File: src/rtl/reset_seq_pkg.sv
// Shared types and helpers for the reset sequencer.
package reset_seq_pkg;

    // Sequencer states:
    //   ASSERT   | all domains held in reset, stretching pulse until PLL lock
    //   WAIT_ACK | domain idx released, waiting for its synchronized ack
    //   GAP      | idle spacing before releasing the next domain
    //   RUN      | every domain released, all_ready high
    typedef enum logic [1:0] {
        ASSERT   = 2'd0,
        WAIT_ACK = 2'd1,
        GAP      = 2'd2,
        RUN      = 2'd3
    } state_t;

    function automatic int max3(input int a, input int b, input int c);
        int m;
        m = (a > b) ? a : b;
        return (m > c) ? m : c;
    endfunction

endpackage

File: src/rtl/sync_bit.sv
// Multi-flop synchronizer for a single asynchronous level into clk.
module sync_bit #(
    parameter int STAGES = 2
) (
    input  logic clk,
    input  logic reset,
    input  logic d,
    output logic q
);

    (* async_reg = "true" *) logic [STAGES-1:0] sync_q;

    // Shift the raw level through the synchronizer chain.
    always_ff @(posedge clk or posedge reset) begin
        if (reset) begin
            sync_q <= '0;
        end else begin
            sync_q <= {sync_q[STAGES-2:0], d};
        end
    end

    assign q = sync_q[STAGES-1];

endmodule

File: src/rtl/reset_sequencer.sv
// Per-domain reset request sequencer: stretches reset until PLL lock, then
// releases domains in index order, each gated by the previous domain's ack.
module reset_sequencer
    import reset_seq_pkg::*;
#(
    parameter int N_DOMAINS   = 3,
    parameter int MIN_PULSE   = 16,
    parameter int RELEASE_GAP = 8,
    parameter int ACK_TIMEOUT = 64
) (
    input  logic                 clk,
    input  logic                 reset,
    input  logic                 sw_reset_req,
    input  logic                 pll_locked,
    input  logic [N_DOMAINS-1:0] domain_ack,
    output logic [N_DOMAINS-1:0] reset_out,
    output logic                 all_ready,
    output logic                 timeout_err
);

    localparam int CNT_W = $clog2(max3(MIN_PULSE, RELEASE_GAP, ACK_TIMEOUT));
    localparam int IDX_W = (N_DOMAINS > 1) ? $clog2(N_DOMAINS) : 1;

    localparam logic [CNT_W-1:0] PULSE_LAST = CNT_W'(MIN_PULSE - 1);
    localparam logic [CNT_W-1:0] GAP_LAST   = CNT_W'(RELEASE_GAP - 1);
    localparam logic [CNT_W-1:0] ACK_LAST   = CNT_W'(ACK_TIMEOUT - 1);
    localparam logic [CNT_W-1:0] CNT_ONE    = CNT_W'(1);
    localparam logic [IDX_W-1:0] IDX_LAST   = IDX_W'(N_DOMAINS - 1);
    localparam logic [IDX_W-1:0] IDX_ONE    = IDX_W'(1);

    logic                 pll_lk;
    logic                 pll_lk_q;
    logic [N_DOMAINS-1:0] ack_s;

    state_t               state_q, state_d;
    logic [CNT_W-1:0]     cnt_q, cnt_d;
    logic [IDX_W-1:0]     idx_q, idx_d, idx_inc;
    logic [N_DOMAINS-1:0] reset_out_d;
    logic                 all_ready_d;
    logic                 timeout_err_d;
    logic                 abort;

    sync_bit #(.STAGES(2)) u_sync_pll (
        .clk   (clk),
        .reset (reset),
        .d     (pll_locked),
        .q     (pll_lk)
    );

    for (genvar i = 0; i < N_DOMAINS; i++) begin : g_ack_sync
        sync_bit #(.STAGES(2)) u_sync_ack (
            .clk   (clk),
            .reset (reset),
            .d     (domain_ack[i]),
            .q     (ack_s[i])
        );
    end

    // Losing lock is only acted on as an edge so a PLL that never locks
    // does not keep re-triggering the abort path.
    assign abort   = sw_reset_req | (pll_lk_q & ~pll_lk);
    assign idx_inc = idx_q + IDX_ONE;

    // Next-state, counter and output decode; abort has top priority.
    always_comb begin
        state_d       = state_q;
        cnt_d         = cnt_q;
        idx_d         = idx_q;
        reset_out_d   = reset_out;
        all_ready_d   = all_ready;
        timeout_err_d = timeout_err;

        if (abort) begin
            state_d     = ASSERT;
            cnt_d       = '0;
            idx_d       = '0;
            reset_out_d = '1;
            all_ready_d = 1'b0;
        end else begin
            case (state_q)
                ASSERT: begin
                    reset_out_d = '1;
                    if (!pll_lk) begin
                        cnt_d = '0;
                    end else if (cnt_q == PULSE_LAST) begin
                        state_d        = WAIT_ACK;
                        reset_out_d[0] = 1'b0;
                        idx_d          = '0;
                        cnt_d          = '0;
                    end else begin
                        cnt_d = cnt_q + CNT_ONE;
                    end
                end
                WAIT_ACK: begin
                    cnt_d = cnt_q + CNT_ONE;
                    if (ack_s[idx_q]) begin
                        if (idx_q == IDX_LAST) begin
                            state_d     = RUN;
                            all_ready_d = 1'b1;
                        end else begin
                            state_d = GAP;
                            cnt_d   = '0;
                        end
                    end else if (cnt_q == ACK_LAST) begin
                        timeout_err_d = 1'b1;
                        state_d       = ASSERT;
                        reset_out_d   = '1;
                        cnt_d         = '0;
                    end
                end
                GAP: begin
                    if (cnt_q == GAP_LAST) begin
                        idx_d                = idx_inc;
                        reset_out_d[idx_inc] = 1'b0;
                        cnt_d                = '0;
                        state_d              = WAIT_ACK;
                    end else begin
                        cnt_d = cnt_q + CNT_ONE;
                    end
                end
                RUN: begin
                    state_d = RUN;
                end
                default: begin
                    state_d     = ASSERT;
                    cnt_d       = '0;
                    idx_d       = '0;
                    reset_out_d = '1;
                    all_ready_d = 1'b0;
                end
            endcase
        end
    end

    // FSM, counter, lock-edge history and registered outputs.
    always_ff @(posedge clk or posedge reset) begin
        if (reset) begin
            state_q     <= ASSERT;
            cnt_q       <= '0;
            idx_q       <= '0;
            pll_lk_q    <= 1'b0;
            reset_out   <= '1;
            all_ready   <= 1'b0;
            timeout_err <= 1'b0;
        end else begin
            state_q     <= state_d;
            cnt_q       <= cnt_d;
            idx_q       <= idx_d;
            pll_lk_q    <= pll_lk;
            reset_out   <= reset_out_d;
            all_ready   <= all_ready_d;
            timeout_err <= timeout_err_d;
        end
    end

endmodule
File: config.mk
export PLATFORM = sky130hd
export DESIGN_NAME = reset_sequencer
export DESIGN_NICKNAME = d
export VERILOG_FILES = /design/src/rtl/reset_seq_pkg.sv /design/src/rtl/sync_bit.sv /design/src/rtl/reset_sequencer.sv
export SDC_FILE = /design/constraint.sdc
export NUM_CORES = 1
export LEC_CHECK = 0
export CAP_MARGIN = 20
export CORE_MARGIN = 4
export CORE_UTILIZATION = 40
export CTS_CLUSTER_SIZE = 30
export DETAILED_ROUTE_END_ITERATION = 10
export PLACE_DENSITY = 0.64
export SLEW_MARGIN = 40
export SYNTH_ARGS = -nofsm -noshare
export SYNTH_HDL_FRONTEND = slang
export SYNTH_SLANG_ARGS = --single-unit
File: constraint.sdc
create_clock -name clk -period 3.09 [get_ports clk]
set_input_delay 0.309 -clock clk [delete_from_list [all_inputs] [get_ports clk]]
set_output_delay 0.309 -clock clk [all_outputs]
set_load 0.01 [all_outputs]
# Word level (Yosys, flattened, before mapping)

Index checks and enable logic that the tools add are counted.

Reductions and logical operators: 12
Bitwise operators: 7
Add/subtract/negate cells: 2
Equal/unequal tests: 13
Multiplexer cells: 36
$lt $le $gt $ge: 3

Operators by type and width:

| operator                                                   | count |
|---|---|
| two-way mux 6 bit                                          | 7 |
| two-way mux 2 bit                                          | 10 |
| one-hot mux 6 bit (3 select lines)                         | 1 |
| AND reduction 4 bit                                        | 4 |
| two-way mux 3 bit                                          | 4 |
| != test 3 bit, second input constant                       | 4 |
| two-way mux 1 bit                                          | 9 |
| one-hot mux 3 bit (3 select lines)                         | 1 |
| one-hot mux 2 bit (4 select lines)                         | 1 |
| adder 6 x 1 -> 6 bit, second input constant                | 1 |
| == test 2 bit, second input constant                       | 3 |
| == test 6 x 3 -> 1 bit, second input constant              | 1 |
| == test 6 x 4 -> 1 bit, second input constant              | 1 |
| == test 6 bit, second input constant                       | 1 |
| less-than comparator 2 x 3 -> 1 bit, second input constant | 2 |
| nonzero test 2 bit                                         | 3 |
| != test 4 bit, second input constant                       | 1 |
| one-hot mux 2 bit (2 select lines)                         | 1 |
| nonzero test 4 bit                                         | 1 |
| AND 3 bit                                                  | 1 |
| != test 3 x 2 -> 1 bit, second input constant              | 1 |
| inverter 1 bit                                             | 3 |
| inverter 3 bit                                             | 1 |
| AND reduction 3 bit                                        | 1 |
| other kinds (10)                                           | 10 |

Register bits: 24
Logic and storage cells: 84
Output and inout bits: 5

# Logic depth before layout (Yosys ltp)

Gate-level depths: netlist (run 1).

Word-level depth: 10
Depth in mapped cells: 9

# Modules after synthesis

Synthesis (run 1) repeated with hierarchy kept, for this count alone.

Cell total of the unflattened synthesis: 139
Area total of the unflattened synthesis: 1348.8 um^2

Modules (own cells, without submodules):

| module          | times used | cells each | area each (um^2) |
|---|---|---|---|
| reset_sequencer | 1          | 127        | 1133.6 |
| sync_bit        | 4          | 3          | 53.8 |

# Worst setup path after synthesis (run 1)

Ideal clock, no wire load.

Kind: register to register
Start: register state_q[1]
End: register reset_out[0]
Clock period less this slack: 2.024 ns
Data arrival time: 1.935 ns
Stages on the path, launching flop included: 9
Setup slack: 1.066 ns
Buffers on the path: 1
Required time: 3.001 ns
Cell sequence: dfrtp_1 > inv_1 > ha_1 > buf_4 > and4b_2 > a31o_4 > or4b_4 > o21ai_1 > o211ai_1

Word-level cells in the longest chain between the ends: 3
Elaborated cells between the ends (all ways): 10
Those cells by class: eq/ne: 5; mux: 2; reduce/logical: 3

RTL lines:

| what                                                               | line                   | RTL |
|---|---|---|
| start: declaration                                                 | reset_sequencer.sv:35  | `state_t state_q, state_d;` |
| start signal: assignment                                           | reset_sequencer.sv:146 | `state_q <= state_d;` |
| == test 2 bit, or another cell as far along                        | reset_sequencer.sv:80  | `case (state_q)` |
| != test 3 bit (no line), or another cell as far along              | --                     |  |
| AND reduction 4 bit (no line) or two-way mux 3 bit (tied branches) | --                     |  |
| end signal: assignment                                             | reset_sequencer.sv:150 | `reset_out <= reset_out_d;` |
| end: declaration                                                   | reset_sequencer.sv:16  | `output logic [N_DOMAINS-1:0] reset_out,` |

Parallel ways exist; a longest one is shown, timed or not.
A chain may end at the register's enable or synchronous reset.

# Worst setup path after layout (run 1)

Ends and elaborated chain as after synthesis.

==> flow_metrics.py, run 1 <==
metrics = {
    "timing": {
        "timing_hold_violations_final": 0,
        "report.final.slew_viol_count": 0,
        "max-slew-margin-rel_pct": 66.4,
        "fin_skew_ps": 14.2,
        "period_needed_ps": 2220,
        "hold_ws_ps": 320,
        "final_min_period_over_clock_period_pct": 71.8,
        "fin_setup_tns_ps": 0,
        "worst-slew-pin-transition_ps": 503,
        "setup_viol": 0,
        "rsz0062_at_grt": "no",
        "max_clock_freq_mhz": 451,
    },
    "worst_setup_path": {
        "crit_buf_inv": 1,
        "critical_path_class": "flip-flop to flip-flop",
        "path_cells": "inv_1 -> ha_1 -> nor3_1 -> and3_1 -> or4b_4 -> o21ai_1 -> o211ai_1",
        "critical_path.startpoint_type": "flip-flop",
        "timing.critical_path.to_type": "flip-flop",
        "cp.required_ps": 3340,
        "slowest_stage": "sky130_fd_sc_hd__or4b_4",
        "path_max_fanout": 10,
        "cp.arrival_ps": 2470,
        "crit_family": "simple AND/OR/NAND/NOR gates",
        "slowest_delay_ps": 580,
    },
    "synth": {
        "synth_area_leaders": "sky130_fd_sc_hd__dfrtp_1 (38%), sky130_fd_sc_hd__ha_1 (8.1%), sky130_fd_sc_hd__dfstp_2 (5.6%)",
        "synthCells": 148,
        "share_of_the_synthesized_area_in_compound_gates_ao_oa_aoi_oai_pct": 19.2,
        "main_combinational_cell_family_by_area_after_synthesis": "simple AND/OR/NAND/NOR gates",
        "synth_adder_area_share_pct": 8.05,
        "portion_of_netlist_area_occupied_by_mux_cells_pct": 1.07,
        "net_count_after_synthesis": 164,
        "ys_seq_area_share_pct": 43.2,
        "xor_xnor_share_of_the_synthesized_area_pct": 0,
        "yosys.cell_count.top_type": "sky130_fd_sc_hd__dfrtp_1",
        "library_cell_with_the_largest_summed_area_after_synthesis": "sky130_fd_sc_hd__dfrtp_1",
        "yosys.area_share.simple_pct": 23.8,
        "synth_seq_cells": 24,
        "synth_top_flop_cell": "sky130_fd_sc_hd__dfrtp_1",
        "ys_top_cells_by_count": "sky130_fd_sc_hd__dfrtp_1 (21), sky130_fd_sc_hd__nand2_1 (18), sky130_fd_sc_hd__inv_1 (11)",
        "netlist-cell-type-count": 43,
        "yosys.area.top_type_share_pct": 37.6,
        "yosys_warnings": 0,
        "synth_area_per_cell_um2": 9.45,
        "synth.cell_area_um2": 1400,
        "async_reset_ff_share_pct": 100,
        "number_of_enable_type_register_cells_in_the_synthesized_netlist": 0,
    },
    "drt": {
        "via_per_inst": 5.45,
        "count_of_unresolved_drc_violations_after_routing": 0,
        "drt_iter0_drc": 65,
        "drt-total-wl_um": 2870,
        "avgRoutedWirePerCell_um": 14.0,
        "drt_first_pass_iters": 4,
        "via_count": 1111,
        "postRouteAntennaNets": 0,
    },
    "placement": {
        "gp_congestion": 0.836,
        "place.port_buffers": 11,
        "dpl.hpwl_um": 2170,
    },
    "clock_tree": {
        "tritoncts": "yes",
        "clk_path_buf_depth": 2,
        "postCtsSetupRepairBufs": 0,
        "clock_sinks": 24,
        "cts_root_buf": "sky130_fd_sc_hd__clkbuf_4",
        "cts_htree_levels": 1,
        "clock_latency_on_the_worst_skew_pair_ps": 310,
        "holdBufCountCts": 0,
        "postCtsResizedCells": 0,
        "clkSlewWorstSetupHoldPaths_ps": 140,
        "cts_inserted_buffers": 3,
    },
    "min_path": {
        "worst_hold_path_type": "primary input to asynchronous set/reset pin",
    },
    "die": {
        "rows": 21,
        "start_util_pct": 41.6,
        "number_of_primary_i_o_pins": 12,
        "core_um2": 3360,
        "die_x_um": 67.1,
        "die_height_um": 67.1,
        "die-area_um2": 4510,
    },
    "power": {
        "switching_share_pct": 20.1,
        "power.density_nw_per_um2": 364,
        "post-layout-total-power_uw": 581,
        "vdd_drop_max_mv": 0.299,
        "power.static_leakage_nw": 0.679,
        "power_frac_comb_pct": 4.9,
        "pwr-share-clk_pct": 39.0,
        "power_report.internal_total_uw": 464,
        "net-switching-power_uw": 117,
        "power_frac_seq_pct": 56.0,
    },
    "layout": {
        "fin_nets": 175,
        "drive_above_1_share_pct": 11.4,
        "multi_input_area_um2": 729,
        "area_growth_syn_to_layout_pct": 14.0,
        "filler_cell_count": 328,
        "postLayoutCoreUtil_pct": 47.4,
        "num_antenna_cells": 0,
        "area_used_by_sequential_logic_in_the_layout_um2": 604,
    },
    "global_routing": {
        "grt_start_max_net_pins": 25,
        "grt.met3_usage_pct": 2.66,
        "grt.overflow.total": 0,
        "initial_antenna_violation_count": 0,
        "grt_most_used_layer": "met2",
        "use_met2_pct": 22.5,
        "groute.layer.met1.usage_pct": 20.1,
        "grt_pass1_vias": 1055,
        "globalRouteTotalUtil_pct": 14.2,
        "grt_pass1_wl_um": 4860,
    },
    "run": {
        "drv_cap": 0,
    },
    "status": {
        "result_of_the_run": "finished clean",
    },
}
## registers in the layout (all words and copies together), names as in the netlist
name	cells
timeout_err	1
reset_out	3
state_q	2
cnt_q	6
all_ready	1
pll_lk_q	1
idx_q	2
u_sync_pll.sync_q	2
g_ack_sync.u_sync_ack.sync_q	6
## stage by stage
step                setup slack (ps)  std cells  instance area, um^2
floorplan                       1070        148                 1400
global placement                1010        200                 1540
detailed placement               912        200                 1540
CTS                              882        204                 1600
global route                     757        204                 1600
finish                           873        204                 1600
## per-layer routing
metal | wire length, um | up-vias
met2 | 1360 | 17
met1 | 1410 | 544
met4 | 19 | 0
met5 | 0 | -
li1 | - | 548
met3 | 79 | 2
## placed cells by master, fill, tap and decap left out, drive strengths merged, types with 2 or more instances in the layout
cell and instances:
a21o 2, a21oi 9, a31o 2, a31oi 2
and2 2, and3 2, and3b 2, clkbuf 3
clkdlybuf4s50 11, dfrtp 21, dfstp 3, ha 9
inv 11, nand2 18, nand2b 2, nand3 3
nand4b 2, nor2 10, nor2b 4, nor3 2
nor3b 4, o2111ai 4, o211ai 4, o21a 2
o21ai 9
## final cells by class
class	count	area share [%]
multi-input cells	108	45.7
inverters	11	2.59
clock buffers	3	1.41
flip-flops and latches	24	37.9
clock inverters	1	1.88
repair buffers	11	6.90
well taps	46	3.61
## worst reg2reg max path: stages, from the launching register on
cell and delay, ps:
sky130_fd_sc_hd__dfrtp_1 440, sky130_fd_sc_hd__inv_1 90, sky130_fd_sc_hd__ha_1 360, sky130_fd_sc_hd__nor3_1 140
sky130_fd_sc_hd__and3_1 290, sky130_fd_sc_hd__or4b_4 580, sky130_fd_sc_hd__o21ai_1 150, sky130_fd_sc_hd__o211ai_1 100
## logic make-up after synthesis
| group | Yosys count |
|---|---|
| simple gates | 59 |
| buf+inv | 16 |
| compound gates | 39 |
| flops | 24 |
| mux | 1 |
| fa+ha+maj | 9 |
## power by group through the flow
stage	Sequential [mW]	Clock (mW)	Combinational [mW]
floorplan	0.330	0	0.0156
global placement	0.331	0	0.0281
detailed placement	0.332	0	0.0288
CTS	0.326	0.231	0.0290
global route	0.327	0.245	0.0326
finish	0.326	0.227	0.0286
## path summary, 6_finish.rpt
kind / start / endpoint / slack [ps] / cells after the start
worst max-delay path: state_q[1] / reset_out[0] / 870 / 7
worst min-delay path: reset / g_ack_sync[1].u_sync_ack.sync_q[1] / 320 / 2
worst max register to register: state_q[1] / reset_out[0] / 870 / 7
worst min register to register: u_sync_pll.sync_q[0] / u_sync_pll.sync_q[1] / 370 / 0
max in group asynchronous: reset / reset_out[2] / 2410 / 2
min in group clk: u_sync_pll.sync_q[0] / u_sync_pll.sync_q[1] / 370 / 0
(Power assumes the default switching activity.)
==> run 2: changes to the inputs <==
Clock period 3.09 ns to 2.2 ns, I/O delays scaled along.
==> flow_metrics.py, run 2 (synthesis gave the netlist of run 1 again) <==
metrics = {
    "layout": {
        "most-common-layout-cells": "sky130_fd_sc_hd__dfrtp_1 (21), sky130_fd_sc_hd__nand2_1 (18), sky130_fd_sc_hd__inv_1 (11), sky130_fd_sc_hd__clkdlybuf4s50_1 (11), sky130_fd_sc_hd__nor2_1 (10)",
        "finalNonFillerCells": 209,
        "area_growth_syn_to_layout_pct": 16.7,
        "filler_cell_count": 336,
        "fin_nets": 180,
        "commonest_non_fill_non_tap_cell_in_the_layout": "sky130_fd_sc_hd__dfrtp_1",
        "drive_above_1_share_pct": 13.5,
        "num_antenna_cells": 0,
        "layout_top_registers": "cnt_q x6, g_ack_sync.u_sync_ack.sync_q x6, reset_out x3",
        "postLayoutCoreUtil_pct": 48.5,
    },
    "clock_tree": {
        "postCtsSetupRepairBufs": 0,
        "postCtsResizedCells": 0,
        "cts_inserted_buffers": 3,
        "clock_latency_on_the_worst_skew_pair_ps": 330,
        "clock_sinks": 24,
        "cts_root_buf": "sky130_fd_sc_hd__clkbuf_4",
        "clk_path_buf_depth": 2,
        "clkSlewWorstSetupHoldPaths_ps": 140,
        "tritoncts": "yes",
        "cts_htree_levels": 1,
        "holdBufCountCts": 0,
    },
    "global_routing": {
        "initial_antenna_violation_count": 0,
        "grt_start_max_net_pins": 15,
        "grt_pass1_wl_um": 5240,
        "grt.overflow.total": 0,
        "globalRouteTotalUtil_pct": 15.6,
        "grt_pass1_vias": 1131,
    },
    "drt": {
        "via_count": 1143,
        "avgRoutedWirePerCell_um": 14.1,
        "drt-total-wl_um": 2960,
        "via_per_inst": 5.47,
        "drt_first_pass_iters": 4,
        "postRouteAntennaNets": 0,
        "count_of_unresolved_drc_violations_after_routing": 0,
        "drt_iter0_drc": 126,
    },
    "worst_setup_path": {
        "reg2reg_to": "reset_out[0]",
        "cp.arrival_ps": 2290,
        "critical_path_class": "flip-flop to flip-flop",
        "slowest_delay_ps": 530,
        "cp.required_ps": 2470,
        "critical_path.endpoint": "reset_out[0]",
        "crit_buf_inv": 1,
        "path_max_fanout": 4,
        "slowest_stage": "sky130_fd_sc_hd__or4b_4",
        "worst-r2r-setup-slack_ps": 180,
        "origin_of_the_critical_flop_to_flop_path": "state_q[1]",
        "timing.critical_path.to_type": "flip-flop",
        "path_cells": "inv_1 -> ha_1 -> and4b_2 -> a31o_4 -> or4b_4 -> o21ai_1 -> o211ai_1",
        "crit_family": "simple AND/OR/NAND/NOR gates",
        "ff_to_ff_path_depth": 7,
        "critical_path_stages": 7,
        "critical_path.startpoint_type": "flip-flop",
        "startpoint": "state_q[1]",
    },
    "timing": {
        "max_clock_freq_mhz": 494,
        "setup_viol": 0,
        "hold_ws_ps": 167,
        "fin_setup_tns_ps": 0,
        "timing_hold_violations_final": 0,
        "max-slew-margin-rel_pct": 70.3,
        "report.final.slew_viol_count": 0,
        "period_needed_ps": 2020,
        "rsz0062_at_grt": "no",
        "worst-slew-pin-transition_ps": 445,
        "fin_skew_ps": 11.0,
        "final_min_period_over_clock_period_pct": 92.0,
    },
    "placement": {
        "place_inst": 205,
        "place.port_buffers": 11,
        "dpl.hpwl_um": 2290,
        "gp_congestion": 0.815,
    },
    "die": {
        "number_of_primary_i_o_pins": 12,
        "die_x_um": 67.1,
        "die_height_um": 67.1,
        "start_util_pct": 41.6,
        "die-area_um2": 4510,
        "rows": 21,
        "core_um2": 3360,
    },
    "min_path": {
        "worst_hold_path_type": "primary input to asynchronous set/reset pin",
    },
    "power": {
        "vdd_drop_max_mv": 0.322,
        "power.static_leakage_nw": 0.705,
        "post-layout-total-power_uw": 823,
        "power.density_nw_per_um2": 504,
    },
    "status": {
        "result_of_the_run": "finished clean",
    },
    "run": {
        "drv_cap": 0,
    },
}
==> run 2: cell types whose count changed in the layout (fill, tap and decap cells not counted) <==
cell	delta
sky130_fd_sc_hd__inv_2	-1
sky130_fd_sc_hd__buf_4	+5
sky130_fd_sc_hd__inv_1	+1
==> run 2: layout make-up <==
cell class                 count  area, um^2  share of cell area (%)
sequential                    24         604                    37.0
multi-input combinational    108         729                    44.7
clock buffer                   3        22.5                    1.38
clock inverter                 1        30.0                    1.84
timing repair buffer          16         148                    9.04
tap                           46        57.6                    3.52
inverter                      11        41.3                    2.53
==> run 2: per-stage QoR <==
| stage | cell area [um^2] | setup WS (ps) |
|---|---|---|
| CTS | 1630 | 178 |
| detailed placement | 1580 | 184 |
| global placement | 1580 | 256 |
| global route | 1630 | 84.8 |
| floorplan | 1400 | 176 |
| finish | 1630 | 177 |
==> run 2: how the worst min path moves through the flow <==
stage	from	end	slack [ps]	depth (start not counted)
after CTS	reset	cnt_q[0]	190	2
after global placement	g_ack_sync[2].u_sync_ack.sync_q[0]	g_ack_sync[2].u_sync_ack.sync_q[1]	330	0
after detailed placement	g_ack_sync[1].u_sync_ack.sync_q[0]	g_ack_sync[1].u_sync_ack.sync_q[1]	340	0
after global routing	reset	u_sync_pll.sync_q[0]	210	2
after floorplan	reset	all_ready	230	1
final	reset	cnt_q[0]	170	2
==> run 2: power by group <==
group	internal [mW]	switching, mW
combinational	0.0186	0.0228
sequential	0.451	0.00598
clock	0.184	0.140
==> run 2: layer usage <==
metal | GRT usage [%] | routed length (um)
met5 | 0 | 0
met3 | 4.16 | 179
met2 | 24.3 | 1430
met4 | 5.06 | 31
met1 | 20.9 | 1320
